## config.mk

```make
export PLATFORM = sky130hd
export DESIGN_NAME = uart_tx_arbiter
export DESIGN_NICKNAME = d
export VERILOG_FILES = /design/src/rtl/uart_tx_arbiter.sv
export SDC_FILE = /design/constraint.sdc
export NUM_CORES = 1
export LEC_CHECK = 0
export CAP_MARGIN = 20
export CORE_MARGIN = 2
export CORE_UTILIZATION = 40
export DETAILED_ROUTE_END_ITERATION = 8
export PLACE_DENSITY_LB_ADDON = 0.3
export REMOVE_ABC_BUFFERS = 1
export SYNTH_ARGS = -nofsm -noshare
export SYNTH_HDL_FRONTEND = slang
export SYNTH_SLANG_ARGS = --single-unit
```

## constraint.sdc

```tcl
create_clock -name clk -period 2.7 [get_ports clk]
set_clock_uncertainty 0.15 [all_clocks]
set_input_delay 0.27 -clock clk [delete_from_list [all_inputs] [get_ports clk]]
set_output_delay 0.27 -clock clk [all_outputs]
set_load 0.01 [all_outputs]
```

## src/rtl/uart_tx_arbiter.sv

```systemverilog
// uart_tx_arbiter: round-robin share of one UART TX path among NUM_REQ byte sources.
// Optional launch-to-done watchdog enabled by defining UART_ARB_TIMEOUT_EN.
module uart_tx_arbiter #(
  parameter int NUM_REQ      = 4,
  parameter int GAP_CLKS     = 0,
  parameter int TIMEOUT_CLKS = 4096,
  localparam int OW = (NUM_REQ > 2) ? $clog2(NUM_REQ) : 1
) (
  input  logic                 clk,
  input  logic                 reset_n,
  input  logic [NUM_REQ-1:0]   i_Req_Valid,
  input  logic [8*NUM_REQ-1:0] i_Req_Byte,
  output logic [NUM_REQ-1:0]   o_Req_Grant,
  output logic [NUM_REQ-1:0]   o_Req_Done,
  output logic                 o_Tx_Ready,
  output logic [7:0]           o_Tx_Byte,
  input  logic                 i_Tx_Active,
  input  logic                 i_Tx_Done,
  output logic                 o_Busy,
  output logic [OW-1:0]        o_Owner,
  output logic                 o_Timeout
);

  localparam logic [1:0] IDLE   = 2'd0;
  localparam logic [1:0] LAUNCH = 2'd1;
  localparam logic [1:0] SEND   = 2'd2;
  localparam logic [1:0] GAP    = 2'd3;

  localparam int GW = (GAP_CLKS > 1) ? $clog2(GAP_CLKS) : 1;

  logic [1:0]    state;
  logic [OW-1:0] rr_ptr;
  logic [GW-1:0] gap_cnt;
  logic          found;
  logic [OW-1:0] win;
  logic [OW:0]   idx;
  logic [OW-1:0] nxt_ptr;
  logic [7:0]    sel_byte;
  logic          in_frame;
  logic          wd_fire;
  logic          fin;

  // first valid requester at or above rr_ptr, wrapping
  always_comb begin
    found = 1'b0;
    win   = '0;
    idx   = '0;
    for (int k = 0; k < NUM_REQ; k++) begin
      idx = {1'b0, rr_ptr} + (OW+1)'(k);
      if (idx >= (OW+1)'(NUM_REQ))
        idx = idx - (OW+1)'(NUM_REQ);
      if (!found && i_Req_Valid[idx[OW-1:0]]) begin
        found = 1'b1;
        win   = idx[OW-1:0];
      end
    end
  end

  assign sel_byte = i_Req_Byte[{win, 3'b000} +: 8];
  assign nxt_ptr  = (int'(win) == NUM_REQ - 1) ? '0 : win + 1'b1;
  assign in_frame = (state == LAUNCH) || (state == SEND);
  assign fin      = in_frame && (i_Tx_Done || wd_fire);

`ifdef UART_ARB_TIMEOUT_EN
  localparam int WW = $clog2(TIMEOUT_CLKS + 1);
  logic [WW-1:0] wd_cnt;

  assign wd_fire = in_frame && !i_Tx_Done &&
                   (int'(wd_cnt) >= TIMEOUT_CLKS - 1);

  // watchdog: cleared while idle, counts through LAUNCH/SEND
  always_ff @(posedge clk or negedge reset_n) begin
    if (!reset_n) begin
      wd_cnt    <= '0;
      o_Timeout <= 1'b0;
    end else begin
      o_Timeout <= wd_fire;
      if (state == IDLE)
        wd_cnt <= '0;
      else if (in_frame)
        wd_cnt <= wd_cnt + 1'b1;
    end
  end
`else
  assign wd_fire   = 1'b0;
  assign o_Timeout = 1'b0;
`endif

  // arbitration, launch handshake, completion and gap
  always_ff @(posedge clk or negedge reset_n) begin
    if (!reset_n) begin
      state       <= IDLE;
      rr_ptr      <= '0;
      gap_cnt     <= '0;
      o_Req_Grant <= '0;
      o_Req_Done  <= '0;
      o_Tx_Ready  <= 1'b0;
      o_Tx_Byte   <= 8'h00;
      o_Busy      <= 1'b0;
      o_Owner     <= '0;
    end else begin
      o_Req_Grant <= '0;
      o_Req_Done  <= '0;
      case (state)
        IDLE: begin
          if (found && !i_Tx_Active) begin
            o_Req_Grant[win] <= 1'b1;
            o_Tx_Byte        <= sel_byte;
            o_Tx_Ready       <= 1'b1;
            o_Owner          <= win;
            rr_ptr           <= nxt_ptr;
            o_Busy           <= 1'b1;
            state            <= LAUNCH;
          end
        end
        LAUNCH, SEND: begin
          if (fin) begin
            if (i_Tx_Done)
              o_Req_Done[o_Owner] <= 1'b1;
            o_Tx_Ready <= 1'b0;
            gap_cnt    <= '0;
            if (GAP_CLKS == 0) begin
              o_Busy <= 1'b0;
              state  <= IDLE;
            end else begin
              state  <= GAP;
            end
          end else if (state == LAUNCH && i_Tx_Active) begin
            o_Tx_Ready <= 1'b0;
            state      <= SEND;
          end
        end
        GAP: begin
          if (int'(gap_cnt) >= GAP_CLKS - 1) begin
            gap_cnt <= '0;
            o_Busy  <= 1'b0;
            state   <= IDLE;
          end else begin
            gap_cnt <= gap_cnt + 1'b1;
          end
        end
        default: state <= IDLE;
      endcase
    end
  end

endmodule

```

==> results of run 1 <==
==> area by class of cell <==
type	count	area (sq um)
flip-flops and latches	24	600.6
fillers	262	1274
well taps	46	57.56
multi-input cells	103	767.0
inverters	5	18.77
clock buffers	4	36.28
repair buffers	65	635.6
==> stage by stage <==
| step | total power (uW) | setup slack [ps] |
|---|---|---|
| after floorplan | 1143 | 658.8 |
| after global placement | 1560 | 366.3 |
| after detailed placement | 1589 | 294.2 |
| after CTS | 1783 | 538.5 |
| after global routing | 1904 | 395.7 |
| final | 1775 | 560.7 |
==> cells in the final DEF, fill, tap and decap left out, types with 2 or more instances in the layout <==
master,n
clkdlybuf4s50_1,59
dfrtp_1,24
nand2_1,14
nor2_1,10
o31ai_1,10
mux2i_1,8
nand4_1,8
a21bo_2,8
o211ai_2,8
buf_4,6
inv_1,4
ha_1,4
nand2b_1,3
nor2b_1,3
a21oi_1,3
mux2_1,3
clkbuf_4,3
nor3_1,2
or2_1,2
a21o_1,2
o21ai_0,2
==> flip-flops by register name (all words and copies together) (netlist names) <==
register	count
o_Tx_Ready	1
o_Busy	1
o_Req_Grant	4
o_Owner	2
o_Req_Done	4
state	2
o_Tx_Byte	8
rr_ptr	2
==> routing by layer <==
layer,vias up,track usage (%)
li1,631,-
met5,-,0
met3,2,3.345
met1,633,22.50
met2,59,34.51
met4,0,4.076
==> power groups by stage <==
stage	combinational (uW)	clock [uW]	sequential, uW
after floorplan	511	0	632
after global placement	968	0	592
after detailed placement	992	0	597
after CTS	995	194	594
after global routing	1080	216	610
final	989	192	594
==> cells in the mapped netlist, drive strengths merged <==
master	n	area [sq um]
nand2b	3	18.77
nor3	3	26.28
nor2b	3	18.77
nor4	1	6.260
nor3b	1	7.510
a21bo	8	80.08
nor2	10	37.54
ha	4	50.05
mux2	3	33.78
or2	2	12.51
mux2i	8	80.08
or3b	1	8.760
o32a	1	10.01
o21a	1	7.510
conb	1	3.750
o31ai	10	75.07
nand4	8	50.05
a21oi	3	15.01
and2	1	6.260
dfrtp	24	600.6
buf	8	50.04
o21ai	4	23.77
nand3	2	15.01
nand2	14	52.55
a211oi	1	12.51
a21o	2	15.01
o211ai	8	100.1
inv	5	18.76
==> kinds of logic after synthesis <==
| group | Yosys count | share of synthesized area [%] |
|---|---|---|
| AND/OR/NAND/NOR | 49 | 18.12 |
| flip-flops | 24 | 41.81 |
| adder cells (fa/ha/maj) | 4 | 3.484 |
| other | 1 | 0.2611 |
| buffers and inverters | 13 | 4.790 |
| AO/OA/AOI/OAI | 38 | 23.61 |
| multiplexers | 11 | 7.927 |
==> worst paths after layout <==
kind / slack [ps] / startpoint / end / depth (start not counted)
max reg2reg: 560 / state[0]$_DFFE_PN0P_ / o_Tx_Byte[5]$_DFFE_PN0P_ / 6
min: 150 / reset_n / rr_ptr[0]$_DFFE_PN0P_ / 2
max in group asynchronous: 2000 / reset_n / o_Owner[0]$_DFFE_PN0P_ / 2
max: 560 / state[0]$_DFFE_PN0P_ / o_Tx_Byte[5]$_DFFE_PN0P_ / 6
min in group clk: 350 / o_Tx_Byte[5]$_DFFE_PN0P_ / o_Tx_Byte[5]$_DFFE_PN0P_ / 2
min reg2reg: 350 / o_Tx_Byte[5]$_DFFE_PN0P_ / o_Tx_Byte[5]$_DFFE_PN0P_ / 2
==> worst max-delay path, stage by stage (launching register included) <==
cell and delay, ps:
dfrtp_1 430, inv_1 100, ha_1 190, or3b_1 530, nor3_4 340, a21bo_2 270, o211ai_2 60
==> impl_metrics.json, run 1 <==
{
  "status": "finished, final reports clean",
  "dpl.hpwl_mm": 2.741,
  "stdcell_count": 247,
  "setup.worst_path.class": "register to register",
  "routed-via-count": 1325,
  "p_switching_uw": 686.3,
  "grt_use_total_pct": 18.72,
  "grt_overflow": 0,
  "power_frac_clock_pct": 10.8,
  "syn_area_sq_um": 1436,
  "drive_gt1_share_pct": 15.42,
  "cts_buffer_depth": 2,
  "htree_levels": 1,
  "crit_path_end_kind": "register",
  "grt_max_degree": 25,
  "drc": 0,
  "clkSlewWorstSetupHoldPaths_ps": 140,
  "diodes": 0,
  "cts_sinks": 24,
  "min_period_ps": 2139,
  "avgRoutedWirePerCell_um": 14.66,
  "drv_slew": 0,
  "cts_tree": "done",
  "fp-row-count": 21,
  "startpoint_type": "register",
  "io_buffer_count": 59,
  "area_delta_synth_final_pct": 47.30,
  "place_area_sq_um": 2079,
  "ys_types": 36,
  "crit_required_ps": 2790,
  "max_freq_ghz": 0.4674,
  "dr.pass1.iters": 4,
  "met3_length_um": 225,
  "top_layer": "met4",
  "fin_crit_sh_pct": 79.23,
  "grt_pass1_wl_mm": 6.099,
  "cts.hold.buffers_added": 0,
  "gp_congestion": 0.9038,
  "rsz0062_at_grt": "false",
  "setup_viol": 0,
  "antenna_found_initial": 0,
  "cts_resized": 0,
  "post_cts_buffers": 0,
  "intPower_uw": 1088,
  "netlist_instances": 140,
  "ys_warn_count": 0,
  "slew_headroom_pct": 61.54,
  "routed-wl-met2_mm": 1.839,
  "clock_latency_ps": 310,
  "final_area_sq_um": 2116,
  "worst_ep_arrival_time_ps": 2230,
  "fp.dieW_um": 63.93,
  "hold_class": "input pin to async pin",
  "fp.coreArea_sq_um": 3390,
  "cts_buffers": 3,
  "detail-route-antenna-nets": 0,
  "cp_max_fo": 10,
  "nets": 246,
  "cap_violations": 0,
  "placed_cells": 243,
  "p_per_area_nw_per_um2": 838.8,
  "whs_ps": 154.0,
  "p_leak_uw": 0.0009223,
  "dr.first_iter.drc_count": 78,
  "chipHeight_um": 63.93,
  "syn_area_per_cell_sq_um": 10.26,
  "irDropWorstVdd_uv": 350.0,
  "boundaryPins": 61,
  "viasPerCell": 5.364,
  "start_util_pct": 42.38,
  "p_seq_share_pct": 33.5,
  "seq_area_frac_synth_pct": 41.81,
  "p_comb_share_pct": 55.7,
  "swShare_pct": 38.67,
  "route.final.wire_length_mm": 3.620,
  "synth_seq_cells": 24,
  "tns_ps": 0,
  "hold_viol": 0,
  "drt-met1-wl_mm": 1.540,
  "die_area_sq_um": 4086,
  "root_buffer": "clkbuf_4",
  "post-route-util_pct": 62.42,
  "first_global_vias": 1353,
  "worst_slew_pin_slew_ps": 574.7
}
No activity file was read; power rests on OpenSTA's default activity.
==> inputs of run 2 (changes only) <==
- clock period: 2.7 -> 2.06 ns (I/O delays scaled with it)
==> run 2 against run 1 <==
Net effect:
- global-route usage up 0.14 points
- non-clock buffer count up 11
- sequential share of layout area down 1.3 points
- register-to-register slack worse by 460 ps
- sequential power up 30%
- die area unchanged
- flip-flop and latch count unchanged
- worst hold slack worse by 64 ps
- first-iteration DRC count down 41%
- core utilization up 3.1 points
- final area up 4.9%
- largest cell class unchanged
- highest routed layer unchanged
==> impl_metrics.json, run 2 (synthesis results as in run 1) <==
{
  "largestRegisters": "o_Tx_Byte (8), o_Req_Done (4), o_Req_Grant (4)",
  "r2r-start": "state[0]$_DFFE_PN0P_",
  "fill_cells": 280,
  "dr.first_iter.drc_count": 46,
  "place_area_sq_um": 2162,
  "dpl.hpwl_mm": 2.832,
  "fin_crit_sh_pct": 95.25,
  "crit_required_ps": 2150,
  "final_area_sq_um": 2220,
  "boundaryPins": 61,
  "slowest_stage": "or3b_4",
  "avgRoutedWirePerCell_um": 13.86,
  "r2r_cells": 6,
  "irDropWorstVdd_uv": 603.6,
  "grt_pass1_wl_mm": 6.134,
  "fp.dieW_um": 63.93,
  "root_buffer": "clkbuf_4",
  "cts_tree": "done",
  "worst_slack_ps": 97.83,
  "largest_register_ffs": 8,
  "pre_cts_slack_ps": -69.53,
  "setup_viol": 0,
  "viasPerCell": 5.166,
  "hold_class": "input pin to async pin",
  "diodes": 0,
  "post-route-util_pct": 65.49,
  "area_delta_synth_final_pct": 54.53,
  "first_global_vias": 1350,
  "route.final.wire_length_mm": 3.589,
  "final_cell_mix": "clkdlybuf4s50_1, dfrtp_1, buf_4",
  "path_cells": "inv_1 -> ha_2 -> or3b_4 -> or2_1 -> buf_4 -> o211ai_2",
  "clock_latency_ps": 310,
  "clkSlewWorstSetupHoldPaths_ps": 140,
  "fp.coreArea_sq_um": 3390,
  "die_area_sq_um": 4086,
  "fp-row-count": 21,
  "setup.worst_path.class": "register to register",
  "htree_levels": 1,
  "cp_max_fo": 6,
  "drc": 0,
  "min_period_ps": 1962,
  "hold_viol": 0,
  "crit_path_end_kind": "register",
  "status": "finished, final reports clean",
  "power_uw": 2407,
  "reg2reg_to": "o_Tx_Byte[1]$_DFFE_PN0P_",
  "regToRegSetupSlack_ps": 100,
  "drv_slew": 0,
  "worst_ep_arrival_time_ps": 2050,
  "rsz0062_at_grt": "false",
  "crit_buf_inv": 2,
  "startpoint_type": "register",
  "routed-via-count": 1338,
  "largest-register": "o_Tx_Byte",
  "io_buffer_count": 59,
  "crit_path_max_incr_delay_ps": 440,
  "dr.pass1.iters": 4,
  "slew_headroom_pct": 55.55,
  "cts.hold.buffers_added": 0,
  "cts_buffer_depth": 2,
  "grt_use_total_pct": 18.87,
  "start_util_pct": 42.38,
  "cap_violations": 0,
  "mostFrequentLayoutCell": "clkdlybuf4s50_1",
  "nets": 258,
  "grt_max_degree": 25,
  "worst_slew_pin_slew_ps": 666.7,
  "path_delay_family": "simple AND/OR/NAND/NOR gates",
  "drive_gt1_share_pct": 21.60,
  "gp_congestion": 0.9261,
  "cts_sinks": 24,
  "p_per_area_nw_per_um2": 1084,
  "grt_overflow": 0,
  "detail-route-antenna-nets": 0,
  "antenna_found_initial": 0,
  "chipHeight_um": 63.93,
  "cts_buffers": 3,
  "max_freq_ghz": 0.5096,
  "p_leak_uw": 0.0009780
}
run 2: power by group:
part	switching [uW]	leakage (uW)	internal, uW
logic	642	0.000648	744
clock network	141	0.0000210	108
registers	125	0.000309	646
run 2: metrics by stage:
| stage | instances | hold slack, ps | setup TNS (ps) |
|---|---|---|---|
| final | 259 | 89.52 | 0 |
| after global routing | 259 | 83.09 | 0 |
| after CTS | 258 | 100.0 | 0 |
| after detailed placement | 254 | 321.6 | -519.9 |
| after global placement | 254 | 310.9 | -11.69 |
| after floorplan | 132 | -239.6 | 0 |
run 2: worst max-delay path by stage:
stage                          start                        to  slack (ps)  cells after the start
2_1_floorplan  rr_ptr[1]$_DFFE_PN0P_     rr_ptr[1]$_DFFE_PN0P_          20                      6
3_3_place_gp          i_Req_Valid[3]     rr_ptr[1]$_DFFE_PN0P_         -10                      7
3_5_place_dp          i_Req_Valid[1]  o_Tx_Byte[1]$_DFFE_PN0P_         -70                      8
4_1_cts         state[1]$_DFFE_PN0P_  o_Tx_Byte[1]$_DFFE_PN0P_          10                      6
5_1_grt         state[0]$_DFFE_PN0P_  o_Tx_Byte[1]$_DFFE_PN0P_          20                      6
6_report        state[0]$_DFFE_PN0P_  o_Tx_Byte[1]$_DFFE_PN0P_         100                      6
run 2: layer usage:
layer | global-route usage, % | share of wire (%) | vias to the layer above
li1 | - | - | 656
met1 | 22.49 | 40 | 624
met2 | 33.07 | 51 | 54
met3 | 4.754 | 7.3 | 4
met4 | 5.978 | 0.84 | 0
met5 | 0 | 0 | -
run 2: what timing repair did:
item                       in CTS  in global routing
setup endpoints to repair       0                 10
setup buffers                   0                  0
gates resized for setup         0                  4
run 2: area by class of cell:
cell class | count | area [sq um] | share of cell area, %
well taps | 46 | 57.56 | 2.593
repair buffers | 76 | 718.2 | 32.36
flip-flops and latches | 24 | 600.6 | 27.06
inverters | 5 | 18.77 | 0.8455
multi-input cells | 104 | 788.3 | 35.51
clock buffers | 4 | 36.28 | 1.635
==> inputs of run 3 (changes only) <==
- SETUP_SLACK_MARGIN: unset -> 0.5
==> run 3 against run 2 <==
Net effect:
- fmax up 6.6%
- die area unchanged
- cell count up 6.6%
- worst hold slack worse by 2.3 ps
- non-clock buffer count up 17
- combinational power up 24%
==> impl_metrics.json, run 3 (synthesis results as in run 1) <==
{
  "io_buffer_count": 59,
  "status": "finished, final reports clean",
  "fp.dieW_um": 63.93,
  "fp.coreArea_sq_um": 3390,
  "slew_headroom_pct": 64.61,
  "rsz0062_at_grt": "true",
  "drv_slew": 0,
  "top_layer": "met4",
  "largest-register": "o_Tx_Byte",
  "power_uw": 2750,
  "place_area_sq_um": 2162,
  "crit_required_ps": 2160,
  "swShare_pct": 38.34,
  "irDropWorstVdd_uv": 609.5,
  "diodes": 0,
  "area_delta_synth_final_pct": 72.04,
  "gp_congestion": 0.9261,
  "setup_viol": 0,
  "worst_slew_pin_slew_ps": 528.9,
  "p_comb_share_pct": 63.0,
  "crit_path_end_kind": "register",
  "fin_crit_sh_pct": 89.39,
  "drc": 0,
  "cts_sinks": 24,
  "detail-route-antenna-nets": 0,
  "startpoint_type": "register",
  "chipHeight_um": 63.93,
  "post-route-util_pct": 72.91,
  "cp_max_fo": 6,
  "die_area_sq_um": 4086,
  "drive_gt1_share_pct": 35.22,
  "dr.first_iter.drc_count": 71,
  "worst_ep_arrival_time_ps": 1950,
  "min_period_ps": 1841,
  "mostFrequentLayoutCell": "clkdlybuf4s50_1",
  "grt_overflow": 0,
  "met3_length_um": 257,
  "largestRegisters": "o_Tx_Byte (8), o_Req_Done (4), o_Req_Grant (4)",
  "cap_violations": 0,
  "hold_class": "input pin to async pin",
  "path_cells": "inv_2 -> ha_4 -> or3b_4 -> or2_4 -> buf_6 -> o211ai_2",
  "p_switching_uw": 1054,
  "root_buffer": "clkbuf_4",
  "hold_viol": 0,
  "routed-wl-met2_mm": 2.116,
  "grt_pass1_wl_mm": 6.748,
  "boundaryPins": 61,
  "dpl.hpwl_mm": 2.832,
  "cts.hold.buffers_added": 0,
  "final_cell_mix": "clkdlybuf4s50_1, buf_4, dfrtp_1",
  "p_leak_uw": 0.001247,
  "crit_path_max_incr_delay_ps": 430,
  "viasPerCell": 5.199,
  "intPower_uw": 1695,
  "cts_buffers": 3,
  "slowest_stage": "or3b_4",
  "power_frac_clock_pct": 9.3,
  "cts_buffer_depth": 2,
  "p_per_area_nw_per_um2": 1113,
  "final_area_sq_um": 2471,
  "max_freq_ghz": 0.5431,
  "grt_max_degree": 25,
  "setup.worst_path.class": "register to register",
  "clock_latency_ps": 320,
  "fill_cells": 254,
  "largest_register_ffs": 8,
  "dr.pass1.iters": 4,
  "routed-via-count": 1435,
  "drt-met1-wl_mm": 1.673,
  "tns_ps": 0,
  "first_global_vias": 1488,
  "fp-row-count": 21,
  "clkSlewWorstSetupHoldPaths_ps": 140,
  "grt_use_total_pct": 20.80,
  "start_util_pct": 42.38,
  "avgRoutedWirePerCell_um": 14.89,
  "antenna_found_initial": 0,
  "cts_tree": "done",
  "nets": 275,
  "route.final.wire_length_mm": 4.111,
  "htree_levels": 1,
  "p_seq_share_pct": 27.7
}
[run 3: cell count changes in the layout (fill, tap and decap cells not counted), sizes merged]
| cell | change |
|---|---|
| clkdlybuf4s50 | -23 |
| buf | +17 |
| dlygate4sd2 | +17 |
| dlymetal6s2s | +6 |
[run 3: layer usage]
metal / vias to the layer above / global-route usage (%)
met5: - / 0
met4: 0 / 8.696
met3: 8 / 4.577
met2: 58 / 36.98
met1: 678 / 23.90
li1: 691 / -
[run 3: timing repair]
item                       in CTS  in global routing
resized for setup              39                 18
setup endpoints to repair      35                 25
buffers inserted               12                  5
cloned                          1                  0
pin swaps                      18                 11
[run 3: per-stage QoR]
stage	hold WS [ps]	setup WS, ps	instances
floorplan	-239.6	18.84	132
global placement	310.9	-11.69	254
detailed placement	321.6	-69.53	254
CTS	100.0	194.0	271
global route	88.09	162.6	276
finish	87.27	218.6	276
[run 3: cell type report]
class	count	area, sq um	share of cell area (%)
Multi-Input combinational cell	104	890.9	36.05
Timing Repair Buffer	93	865.8	35.04
Sequential cell	24	601.8	24.35
Tap cell	46	57.56	2.329
Clock buffer	4	36.28	1.468
Inverter	5	18.77	0.7595
[run 3: path summary, 6_finish.rpt]
kind / from / to / slack [ps] / cells past startpoint
worst min-delay path: reset_n / rr_ptr[1]$_DFFE_PN0P_ / 90 / 2
max in group asynchronous: reset_n / rr_ptr[1]$_DFFE_PN0P_ / 1420 / 2
worst max-delay path: state[1]$_DFFE_PN0P_ / o_Tx_Byte[5]$_DFFE_PN0P_ / 220 / 6
worst min register to register: o_Tx_Byte[6]$_DFFE_PN0P_ / o_Tx_Byte[6]$_DFFE_PN0P_ / 360 / 2
worst max register to register: state[1]$_DFFE_PN0P_ / o_Tx_Byte[5]$_DFFE_PN0P_ / 220 / 6
min in group clk: o_Tx_Byte[6]$_DFFE_PN0P_ / o_Tx_Byte[6]$_DFFE_PN0P_ / 360 / 2
[run 3: power by group through the flow]
stage                     clock (uW)  combinational (uW)  sequential [uW]
after floorplan                    0                 670              829
after global routing             283                1870              785
after CTS                        258                1600              755
after global placement             0                1320              770
after detailed placement           0                1370              779
final                            256                1730              760
[run 3: critical path: cells and delay by family, from the launching register on]
| kind | cells | cell delay [ps] |
|---|---|---|
| adders and majority gates | 1 | 140 |
| buffers and inverters | 2 | 230 |
| AOI/OAI and AO/OA | 1 | 160 |
| and+or+nand+nor | 2 | 700 |
| DFF | 1 | 410 |
